===== src/rtl/riscv_ctrl_pkg.sv =====
// rtl/riscv_ctrl_pkg.sv - shared state encoding, opcodes and ALU op codes for the multicycle sequencer
// Contents: state_t (4-bit FSM encoding), OP_* opcode constants, ALUOP_* alu_control codes,
//           is_wait_state() helper marking the states that hold the memory port.
package riscv_ctrl_pkg;

    typedef enum logic [3:0] {
        IDLE     = 4'd0,
        FETCH    = 4'd1,
        DECODE   = 4'd2,
        EXEC_R   = 4'd3,
        EXEC_I   = 4'd4,
        ALU_WB   = 4'd5,
        MEM_ADDR = 4'd6,
        MEM_RD   = 4'd7,
        MEM_WB   = 4'd8,
        MEM_WR   = 4'd9,
        BRANCH   = 4'd10,
        TRAP     = 4'd11
    } state_t;

    localparam logic [6:0] OP_RTYPE  = 7'b0110011;
    localparam logic [6:0] OP_ITYPE  = 7'b0010011;
    localparam logic [6:0] OP_LOAD   = 7'b0000011;
    localparam logic [6:0] OP_STORE  = 7'b0100011;
    localparam logic [6:0] OP_BRANCH = 7'b1100011;

    localparam logic [2:0] ALUOP_ADD   = 3'b000;
    localparam logic [2:0] ALUOP_AND   = 3'b010;
    localparam logic [2:0] ALUOP_RTYPE = 3'b111;

    // States that own the memory port and are guarded by the wait timer.
    function automatic logic is_wait_state(input state_t s);
        return (s == FETCH) || (s == MEM_RD) || (s == MEM_WR);
    endfunction

endpackage


===== src/rtl/multicycle_ctrl_if.sv =====
// rtl/multicycle_ctrl_if.sv - shared instruction/data memory port between sequencer and memory
// Signals: mem_req, i_or_d (0 = PC, 1 = ALU result), mem_read, mem_write driven by the sequencer;
//          mem_ready driven by memory when the current access completes.
interface multicycle_ctrl_if;
    logic mem_req;
    logic i_or_d;
    logic mem_read;
    logic mem_write;
    logic mem_ready;

    modport master (
        output mem_req,
        output i_or_d,
        output mem_read,
        output mem_write,
        input  mem_ready
    );

    modport slave (
        input  mem_req,
        input  i_or_d,
        input  mem_read,
        input  mem_write,
        output mem_ready
    );
endinterface


===== src/rtl/mem_wait_timer.sv =====
// rtl/mem_wait_timer.sv - saturating memory wait counter with limit compare
// Ports: clk, reset_n (async active-low), clear (restart at 0), count (advance one cycle),
//        expired (counter equals LIMIT; never asserted when LIMIT = 0).
module mem_wait_timer #(
    parameter int LIMIT = 15,
    parameter int W     = 4
) (
    input  logic clk,
    input  logic reset_n,
    input  logic clear,
    input  logic count,
    output logic expired
);

    localparam logic [W-1:0] LIMIT_V = W'(LIMIT);
    localparam logic [W-1:0] MAX_V   = {W{1'b1}};

    logic [W-1:0] cnt_q;
    logic [W-1:0] cnt_d;

    always_comb begin
        cnt_d = cnt_q;
        if (clear) begin
            cnt_d = '0;
        end else if (count && (cnt_q != MAX_V)) begin
            cnt_d = cnt_q + W'(1);
        end
    end

    always_ff @(posedge clk or negedge reset_n) begin
        if (!reset_n) begin
            cnt_q <= '0;
        end else begin
            cnt_q <= cnt_d;
        end
    end

    assign expired = (LIMIT != 0) && (cnt_q == LIMIT_V);

endmodule


===== src/rtl/multicycle_ctrl.sv =====
// rtl/multicycle_ctrl.sv - multicycle RISC-V sequencer (R-type, andi, ld, sd, bne)
// Ports: clk, reset_n (async active-low); run, opcode, zero in; mem (multicycle_ctrl_if.master)
//        memory handshake; ir_write, pc_write, pc_src, alu_src, alu_op, reg_write, mem_to_reg
//        datapath strobes; busy, illegal, bus_error, state status.
// Optional: MULTICYCLE_CTRL_PERF_EN adds cycle_cnt and instret_cnt outputs.
module multicycle_ctrl
    import riscv_ctrl_pkg::*;
#(
    parameter int MEM_TIMEOUT = 15,
    parameter int TMR_W       = 4
) (
    input  logic                 clk,
    input  logic                 reset_n,
    input  logic                 run,
    input  logic [6:0]           opcode,
    input  logic                 zero,
    multicycle_ctrl_if.master    mem,
    output logic                 ir_write,
    output logic                 pc_write,
    output logic                 pc_src,
    output logic                 alu_src,
    output logic [2:0]           alu_op,
    output logic                 reg_write,
    output logic                 mem_to_reg,
    output logic                 busy,
    output logic                 illegal,
    output logic                 bus_error,
    output logic [3:0]           state
`ifdef MULTICYCLE_CTRL_PERF_EN
    ,
    output logic [31:0]          cycle_cnt,
    output logic [31:0]          instret_cnt
`endif
);

    state_t     state_q, state_d;
    logic       end_evt;
    logic       tmr_expired;
    logic       tmr_clear;
    logic       tmr_count;

    logic       mem_req_q, mem_req_d;
    logic       i_or_d_q, i_or_d_d;
    logic       mem_read_q, mem_read_d;
    logic       mem_write_q, mem_write_d;
    logic       pc_src_q, pc_src_d;
    logic       alu_src_q, alu_src_d;
    logic [2:0] alu_op_q, alu_op_d;
    logic       reg_write_q, reg_write_d;
    logic       mem_to_reg_q, mem_to_reg_d;
    logic       busy_q, busy_d;
    logic       illegal_q, illegal_d;
    logic       bus_error_q, bus_error_d;

    // Next state. When mem_ready and timer expiry coincide, mem_ready is checked first.
    always_comb begin
        state_d     = state_q;
        illegal_d   = illegal_q;
        bus_error_d = bus_error_q;
        end_evt     = 1'b0;
        unique case (state_q)
            IDLE: if (run) state_d = FETCH;
            FETCH: begin
                if (mem.mem_ready) begin
                    state_d = DECODE;
                end else if (tmr_expired) begin
                    state_d     = TRAP;
                    bus_error_d = 1'b1;
                end
            end
            DECODE: begin
                case (opcode)
                    OP_RTYPE:          state_d = EXEC_R;
                    OP_ITYPE:          state_d = EXEC_I;
                    OP_LOAD, OP_STORE: state_d = MEM_ADDR;
                    OP_BRANCH:         state_d = BRANCH;
                    default: begin
                        state_d   = TRAP;
                        illegal_d = 1'b1;
                    end
                endcase
            end
            EXEC_R, EXEC_I:           state_d = ALU_WB;
            ALU_WB, MEM_WB, BRANCH:   end_evt = 1'b1;
            MEM_ADDR: state_d = (opcode == OP_STORE) ? MEM_WR : MEM_RD;
            MEM_RD: begin
                if (mem.mem_ready) begin
                    state_d = MEM_WB;
                end else if (tmr_expired) begin
                    state_d     = TRAP;
                    bus_error_d = 1'b1;
                end
            end
            MEM_WR: begin
                if (mem.mem_ready) begin
                    end_evt = 1'b1;
                end else if (tmr_expired) begin
                    state_d     = TRAP;
                    bus_error_d = 1'b1;
                end
            end
            TRAP:    state_d = TRAP;
            default: state_d = IDLE;
        endcase
        // END pseudo-state: fold straight into the next fetch or back to idle.
        if (end_evt) state_d = run ? FETCH : IDLE;
    end

    // Moore outputs are decoded from the next state and registered, so each
    // flop presents the decode of the current state with no output glitches.
    always_comb begin
        mem_req_d    = 1'b0;
        i_or_d_d     = 1'b0;
        mem_read_d   = 1'b0;
        mem_write_d  = 1'b0;
        pc_src_d     = 1'b0;
        alu_src_d    = 1'b0;
        alu_op_d     = ALUOP_ADD;
        reg_write_d  = 1'b0;
        mem_to_reg_d = 1'b0;
        busy_d       = (state_d != IDLE) && (state_d != TRAP);
        unique case (state_d)
            FETCH: begin
                mem_req_d  = 1'b1;
                mem_read_d = 1'b1;
            end
            EXEC_R: alu_op_d = ALUOP_RTYPE;
            EXEC_I: begin
                alu_src_d = 1'b1;
                alu_op_d  = ALUOP_AND;
            end
            ALU_WB: begin
                reg_write_d = 1'b1;
                alu_op_d    = alu_op_q; // entered only from EXEC_R/EXEC_I
            end
            MEM_ADDR: alu_src_d = 1'b1;
            MEM_RD: begin
                mem_req_d  = 1'b1;
                i_or_d_d   = 1'b1;
                mem_read_d = 1'b1;
                alu_src_d  = 1'b1;
            end
            MEM_WB: begin
                reg_write_d  = 1'b1;
                mem_to_reg_d = 1'b1;
            end
            MEM_WR: begin
                mem_req_d   = 1'b1;
                i_or_d_d    = 1'b1;
                mem_write_d = 1'b1;
                alu_src_d   = 1'b1;
            end
            BRANCH: pc_src_d = 1'b1;
            default: ;
        endcase
    end

    always_ff @(posedge clk or negedge reset_n) begin
        if (!reset_n) begin
            state_q      <= IDLE;
            mem_req_q    <= 1'b0;
            i_or_d_q     <= 1'b0;
            mem_read_q   <= 1'b0;
            mem_write_q  <= 1'b0;
            pc_src_q     <= 1'b0;
            alu_src_q    <= 1'b0;
            alu_op_q     <= ALUOP_ADD;
            reg_write_q  <= 1'b0;
            mem_to_reg_q <= 1'b0;
            busy_q       <= 1'b0;
            illegal_q    <= 1'b0;
            bus_error_q  <= 1'b0;
        end else begin
            state_q      <= state_d;
            mem_req_q    <= mem_req_d;
            i_or_d_q     <= i_or_d_d;
            mem_read_q   <= mem_read_d;
            mem_write_q  <= mem_write_d;
            pc_src_q     <= pc_src_d;
            alu_src_q    <= alu_src_d;
            alu_op_q     <= alu_op_d;
            reg_write_q  <= reg_write_d;
            mem_to_reg_q <= mem_to_reg_d;
            busy_q       <= busy_d;
            illegal_q    <= illegal_d;
            bus_error_q  <= bus_error_d;
        end
    end

    // Restart the timer on entry to a memory-wait state; count only stalled cycles.
    assign tmr_clear = is_wait_state(state_d) && (state_d != state_q);
    assign tmr_count = is_wait_state(state_q) && !mem.mem_ready;

    mem_wait_timer #(
        .LIMIT (MEM_TIMEOUT),
        .W     (TMR_W)
    ) u_timer (
        .clk     (clk),
        .reset_n (reset_n),
        .clear   (tmr_clear),
        .count   (tmr_count),
        .expired (tmr_expired)
    );

    // Same-cycle handshake strobes.
    assign ir_write = (state_q == FETCH) && mem.mem_ready;
    assign pc_write = ir_write || ((state_q == BRANCH) && !zero);

    assign mem.mem_req   = mem_req_q;
    assign mem.i_or_d    = i_or_d_q;
    assign mem.mem_read  = mem_read_q;
    assign mem.mem_write = mem_write_q;
    assign pc_src        = pc_src_q;
    assign alu_src       = alu_src_q;
    assign alu_op        = alu_op_q;
    assign reg_write     = reg_write_q;
    assign mem_to_reg    = mem_to_reg_q;
    assign busy          = busy_q;
    assign illegal       = illegal_q;
    assign bus_error     = bus_error_q;
    assign state         = state_q;

`ifdef MULTICYCLE_CTRL_PERF_EN
    logic [31:0] cycle_cnt_q, cycle_cnt_d;
    logic [31:0] instret_cnt_q, instret_cnt_d;

    always_comb begin
        cycle_cnt_d   = cycle_cnt_q + (busy_q ? 32'd1 : 32'd0);
        instret_cnt_d = instret_cnt_q + (end_evt ? 32'd1 : 32'd0);
    end

    always_ff @(posedge clk or negedge reset_n) begin
        if (!reset_n) begin
            cycle_cnt_q   <= '0;
            instret_cnt_q <= '0;
        end else begin
            cycle_cnt_q   <= cycle_cnt_d;
            instret_cnt_q <= instret_cnt_d;
        end
    end

    assign cycle_cnt   = cycle_cnt_q;
    assign instret_cnt = instret_cnt_q;
`endif

endmodule


===== src/flat_wrapper.sv =====
// flat-port wrapper written by rule: the top's interface ports become plain ports
module multicycle_ctrl_flat import riscv_ctrl_pkg::*;
#(
    parameter int MEM_TIMEOUT = 15,
    parameter int TMR_W       = 4
)
  (clk, reset_n, run, opcode, zero, ir_write, pc_write, pc_src, alu_src, alu_op, reg_write, mem_to_reg, busy, illegal, bus_error, state, mem_mem_req, mem_i_or_d, mem_mem_read, mem_mem_write, mem_mem_ready);
  multicycle_ctrl_if mem_i ();
  input  logic clk;
  input  logic reset_n;
  input  logic run;
  input  logic [6:0] opcode;
  input  logic zero;
  output logic ir_write;
  output logic pc_write;
  output logic pc_src;
  output logic alu_src;
  output logic [2:0] alu_op;
  output logic reg_write;
  output logic mem_to_reg;
  output logic busy;
  output logic illegal;
  output logic bus_error;
  output logic [3:0] state;
  output wire logic [$bits(mem_i.mem_req)-1:0] mem_mem_req;
  output wire logic [$bits(mem_i.i_or_d)-1:0] mem_i_or_d;
  output wire logic [$bits(mem_i.mem_read)-1:0] mem_mem_read;
  output wire logic [$bits(mem_i.mem_write)-1:0] mem_mem_write;
  input wire logic [$bits(mem_i.mem_ready)-1:0] mem_mem_ready;
  assign mem_mem_req = mem_i.mem_req;
  assign mem_i_or_d = mem_i.i_or_d;
  assign mem_mem_read = mem_i.mem_read;
  assign mem_mem_write = mem_i.mem_write;
  assign mem_i.mem_ready = mem_mem_ready;
  multicycle_ctrl #(.MEM_TIMEOUT(MEM_TIMEOUT), .TMR_W(TMR_W)) u_core (.clk(clk), .reset_n(reset_n), .run(run), .opcode(opcode), .zero(zero), .mem(mem_i), .ir_write(ir_write), .pc_write(pc_write), .pc_src(pc_src), .alu_src(alu_src), .alu_op(alu_op), .reg_write(reg_write), .mem_to_reg(mem_to_reg), .busy(busy), .illegal(illegal), .bus_error(bus_error), .state(state));
endmodule

===== config.mk =====
export PLATFORM = sky130hd
export DESIGN_NAME = multicycle_ctrl_flat
export DESIGN_NICKNAME = d
export VERILOG_FILES = /design/src/rtl/riscv_ctrl_pkg.sv /design/src/rtl/multicycle_ctrl_if.sv /design/src/rtl/mem_wait_timer.sv /design/src/rtl/multicycle_ctrl.sv /design/src/flat_wrapper.sv
export SDC_FILE = /design/constraint.sdc
export NUM_CORES = 1
export LEC_CHECK = 0
export ABC_CLOCK_PERIOD_IN_PS = 2600
export BUFFER_PORTS_ARGS = -buffer_cell sky130_fd_sc_hd__buf_4
export CAP_MARGIN = 10
export CORE_MARGIN = 5
export CORE_UTILIZATION = 53
export CTS_CLUSTER_DIAMETER = 60
export DETAILED_ROUTE_END_ITERATION = 10
export PLACE_DENSITY = 0.78
export SLEW_MARGIN = 20
export SYNTH_ARGS = -nofsm -noshare
export SYNTH_HDL_FRONTEND = slang
export SYNTH_SLANG_ARGS = --single-unit

===== constraint.sdc =====
create_clock -name clk -period 2.6 [get_ports clk]
set_input_delay 0.13 -clock clk [delete_from_list [all_inputs] [get_ports clk]]
set_output_delay 0.13 -clock clk [all_outputs]
set_load 0.005 [all_outputs]

Word-level counts from Yosys, hierarchy flattened --
Index checks and enable logic that the tools add are counted. Widths: inputs -> output; s select.
Storage, ports and cells: output and inout port bits 20, input port bits 12, register bits after elaboration 22, word-level logic and storage cells 97
Operators by class: reduce and logical (&&, ||, !) cells 28, bitwise operators 2, add/sub/neg operators 1, equal/unequal tests 29, muxes and demuxes 23
Operators with widths (count):
- $mux 4 | 9
- $pmux 4 s9 | 1
- $eq 4x3->1 const B | 8
- $eq 4x4->1 const B | 8
- $pmux 4 s4 | 1
- $eq 7x6->1 const B | 2
- $eq 4x2->1 const B | 3
- $mux 1 | 10
- $reduce_or 2->1 | 5
- $pmux 3 s3 | 1
- $reduce_or 3->1 | 3
- $eq 4x1->1 const B | 2
- $ne 4x4->1 const B | 2
- $eq 7x2->1 const B | 1
- $eq 7x5->1 const B | 1
- $eq 7x7->1 const B | 1
- $logic_and 1x1->1 | 6
- $logic_or 1x1->1 | 5
- $reduce_or 5->1 | 1
- $add 4x1->4 const B | 1
- $logic_not 4->1 | 1
- $ne 4x4->1 | 1
- $reduce_bool 4->1 | 1
- $reduce_or 4->1 | 1
- other kinds (6) | 8

Logic depth before layout (Yosys ltp) --
depth after elaboration 10, mapped depth 10, depth with buffers taken out 9

Modules after synthesis --
Synthesis repeated with hierarchy kept, for this count alone.
Second synthesis, totals: cell total of the unflattened synthesis 140, area total of the unflattened synthesis 1338.8 µm²
By module, submodules not included:
- multicycle_ctrl | area each 1109.8 µm², cells each 120, instances 1
- mem_wait_timer | area each 229.0 µm², cells each 20, instances 1

Worst setup path after synthesis --
Ideal clock, no wire load.
kind register -> register, from register u_core.u_timer.cnt_q[0], to register u_core.u_timer.cnt_q[0], clock period less this slack 2073 ps, stages on the path, launching flop included 11, setup time 123 ps, path buffers 1, slack 527 ps, arrival 1950 ps, path through dfrtp_1 -> ha_1 -> and3_1 -> buf_2 -> a211oi_2 -> o22ai_2 -> a21oi_4 -> inv_2 -> o31ai_4 -> a21boi_4 -> nor3_1
On the way: word-level cells in the longest chain between the ends 10, elaborated cells on any way between the ends 20
Ends and longest elaborated chain:
- start: declaration | RTL line mem_wait_timer.sv:18 | logic [W-1:0] cnt_q;
- start signal: assignment | RTL line mem_wait_timer.sv:34 | cnt_q <= cnt_d;
- $eq 4x4->1 * | RTL line mem_wait_timer.sv:38 | assign expired = (LIMIT != 0) && (cnt_q == LIMIT_V);
- $mux 4 * | RTL line multicycle_ctrl.sv:66, multicycle_ctrl.sv:89, multicycle_ctrl.sv:97
- $mux 4, on equally long branches | RTL line multicycle_ctrl.sv:95, multicycle_ctrl.sv:64, multicycle_ctrl.sv:87
- $pmux 4 s9 * | RTL line multicycle_ctrl.sv:61 | unique case (state_q)
- $mux 4 * | RTL line multicycle_ctrl.sv:106 | if (end_evt) state_d = run ? FETCH : IDLE;
- named net u_core.state_d[1] | RTL line multicycle_ctrl.sv:36 | state_t state_q, state_d;
- $eq 4x1->1 / $eq 4x3->1 (equally long branches) | RTL line riscv_ctrl_pkg.sv:33 | return (s == FETCH) || (s == MEM_RD) || (s == MEM_WR);
- $logic_or 1x1->1 (2 in series) | RTL line riscv_ctrl_pkg.sv:33
- $logic_and 1x1->1 * | RTL line multicycle_ctrl.sv:191 | assign tmr_clear = is_wait_state(state_d) && (state_d != state_q);
- $mux 4 / $reduce_bool 2->1 (equally long branches)
The timed path passes the listed nets; every way through them passes the cells marked *. The select of a mux whose other input is x is not followed. A chain may end at the register's enable or synchronous reset.

Worst setup path in the final report --
from register u_core.state_q[2], in the netlist u_core.state[2], to register u_core.u_timer.cnt_q[2]
On the way: word-level cells in the longest chain between the ends 9, elaborated cells on any way between the ends 35
Ends and longest elaborated chain:
- start: declaration | RTL line multicycle_ctrl.sv:36
- start signal: assignment | RTL line multicycle_ctrl.sv:174 | state_q <= state_d;
- $eq 4x3->1, or another cell as far along | RTL line multicycle_ctrl.sv:61
- $reduce_or 3->1 / $reduce_or 2->1 (equally long branches) | RTL line multicycle_ctrl.sv:61
- $pmux 4 s9 / $pmux 1 s2 (equally long branches) | RTL line multicycle_ctrl.sv:61
- $mux 4 * | RTL line multicycle_ctrl.sv:106
- named net u_core.state_d[3] | RTL line multicycle_ctrl.sv:36
- $eq 4x1->1 / $eq 4x3->1 (equally long branches) | RTL line riscv_ctrl_pkg.sv:33
- $logic_or 1x1->1 (2 in series) | RTL line riscv_ctrl_pkg.sv:33
- $logic_and 1x1->1 * | RTL line multicycle_ctrl.sv:191
- $mux 4 / $reduce_bool 2->1 (equally long branches)
The timed path passes the listed nets; every way through them passes the cells marked *.

==> qor.txt <==
Layout cells sized above 1 -> 29.5%
Worst slew pin tran -> 0.501 ns
PwrDens -> 1090 mW/mm²
Clock latency on the worst-skew pair -> 0.31 ns
Crit path max fanout -> 15
Final hold violation count -> 0
Residual DRC -> 0
Synth-to-layout area growth -> 19.9%
Clock Sinks -> 21
Initial Util -> 55.4%
GR Overflow Total -> 0
Routability congestion estimate -> 0.929
Most frequent cells after synthesis -> dfrtp_1, nor2_1, o21ai_0
Pre-Repair DR Iteration Count -> 4
Top FF cell, synth -> dfrtp_1
Ys async rst share -> 100%
ANT nets after route -> 0
DR vias -> 1215
IO Port Bufs -> 31
Post-synth cell types -> 53
Syn Nets -> 157
Total Routing Usage GR -> 19.3%
Max_slew headroom -> 66.6%
Row count -> 18
Count leader, synth -> dfrtp_1
CTS Buf Count -> 3
HP Class -> in2reg
CP Data Required Time -> 2.79 ns
Global-route wire length before repair -> 5.34 mm
Setup ws final -> 0.259 ns
Critical Path AT -> 2.54 ns
WL/cell -> 16.2 µm
Core area -> 0.00248 mm²
Status -> finished clean
Iteration-0 DRC Markers -> 65
Crit path kind -> reg2reg
Post-route setup TNS -> 0 ns
Mapped Cells -> 144
Max Slew Vio Count -> 0
Routed wire length -> 3.28 mm
Die ar. -> 0.00370 mm²
CP Launch Type -> register
Ys Warns -> 0
Root buffer cell -> clkbuf_4
Initial antenna violation count -> 0
Sequential share of the synthesized area -> 38.3%
Hold Path Stages -> 3
LEAKAGE -> 0.765 nW
Place WS -> 0.316 ns
Synth area leader -> dfrtp_1
Reg clk slew, reported paths -> 0.12 ns
Unrepaired setup endpoints after global routing -> no
CTS tree -> built
Diode count -> 0
EDFF count, synth -> 0
Max Freq -> 427 MHz
Die W -> 60.9 µm
Htree depth -> 1
Vias in the first global route -> 1178
Final Cycle Share -> 90.1%
Pin count of the biggest net entering global routing -> 22
Cells on worst reg2reg path -> 7
VDD IR max -> 0.000798 V
Die height -> 60.9 µm
Synth area leaders -> dfrtp_1, nor2_1, o21ai_0
Setup violators final -> 0
Final min period -> 2.34 ns
NumNets Final -> 187
Setup skew after layout -> 0.0133 ns
Avg Inst Size Synth -> 9.52 µm²
CP Capture Type -> register
FF+latch count, synth -> 21
Drt via density -> 5.99
Dpl hpwl -> 2.45 mm
Synthesized area -> 0.00137 mm²
CTS Buffer Depth -> 2
Post-CTS Repair Setup Buffers -> 0
Max-cap violation count -> 0
I/O pin total -> 32
Yosys top cell area share -> 38.3%
==> report_power, final <==
part / switching, mW / internal (mW) / total [mW] / leakage (nW)
Combinational: 0.576 / 0.490 / 1.07 / 0.479
Sequential: 0.132 / 0.429 / 0.561 / 0.271
Clock: 0.0972 / 0.0598 / 0.157 / 0.0150
==> routing by layer <==
layer	share of wire, %	global-route usage, %
met1	41	24.7
met3	8.6	4.04
met2	49	33.0
met5	0	0
met4	1.0	5.57
==> area by class of cell <==
type                       instances  area, µm²
fill                             211        833
multi-input combinational        109        778
sequential                        21        526
timing repair buffer              34        258
tap                               30       37.5
clock buffer                       4       26.3
inverter                           5       18.8
==> final timing paths <==
check                                      start                 endpoint  slack, ns
worst max-delay path             u_core.state[2]  u_core.u_timer.cnt_q[2]       0.26
worst min-delay path                   opcode[6]           u_core.illegal       0.16
worst max register to register   u_core.state[2]  u_core.u_timer.cnt_q[2]       0.26
worst min register to register  u_core.bus_error         u_core.bus_error       0.47
max in group asynchronous                reset_n         u_core.bus_error       2.13
min in group asynchronous                reset_n         u_core.alu_op[1]       0.24
==> timing repair <==
item / CTS / global route
hold buffers: 1 / 0
hold endpoints to repair: 21 / 0
endpoints found under the setup margin: 0 / 0
resized for setup: 0 / 0
==> worst max-delay path: stages (launching register included) <==
cell	delay, ns
dfrtp_1	0.65
and3b_1	0.39
o211ai_1	0.13
o21ai_0	0.17
a21o_1	0.27
a21oi_1	0.11
o21a_1	0.24
nor4_1	0.26
==> placed cells by master (no fill, tap or decap), types with 3 or more instances in the layout <==
| cell | instances |
|---|---|
| buf_4 | 33 |
| dfrtp_1 | 21 |
| nor2_1 | 15 |
| o21ai_0 | 11 |
| a21oi_1 | 9 |
| nand2b_1 | 5 |
| o211ai_1 | 5 |
| nor2b_1 | 5 |
| nor3_1 | 5 |
| nand2_1 | 5 |
| inv_1 | 4 |
| clkbuf_4 | 3 |
==> kinds of logic (layout without fill, tap and decap cells) <==
logic type,after synthesis,in the layout,share of synthesized area (%)
xor+xnor,3,3,1.92
simple gates,60,60,27.9
fa+ha+maj,1,1,0.912
buf+inv,14,43,4.93
compound gates,41,41,22.9
mux,4,4,3.10
flops,21,21,38.3
==> per-stage QoR <==
stage / util, % / cell area (µm²) / hold WS (ns) / power (mW) / cells
after floorplan: - / 1370 / -0.166 / 1.29 / 144
after global placement: 64.9 / 1610 / 0.0200 / 1.59 / 198
after detailed placement: 64.9 / 1610 / 0.0295 / 1.62 / 198
after CTS: 66.4 / 1640 / 0.155 / 1.79 / 203
after global routing: 66.4 / 1640 / 0.173 / 1.94 / 203
final: 66.4 / 1640 / 0.163 / 1.78 / 203
Note: power is estimated with default switching activity, not from simulation.
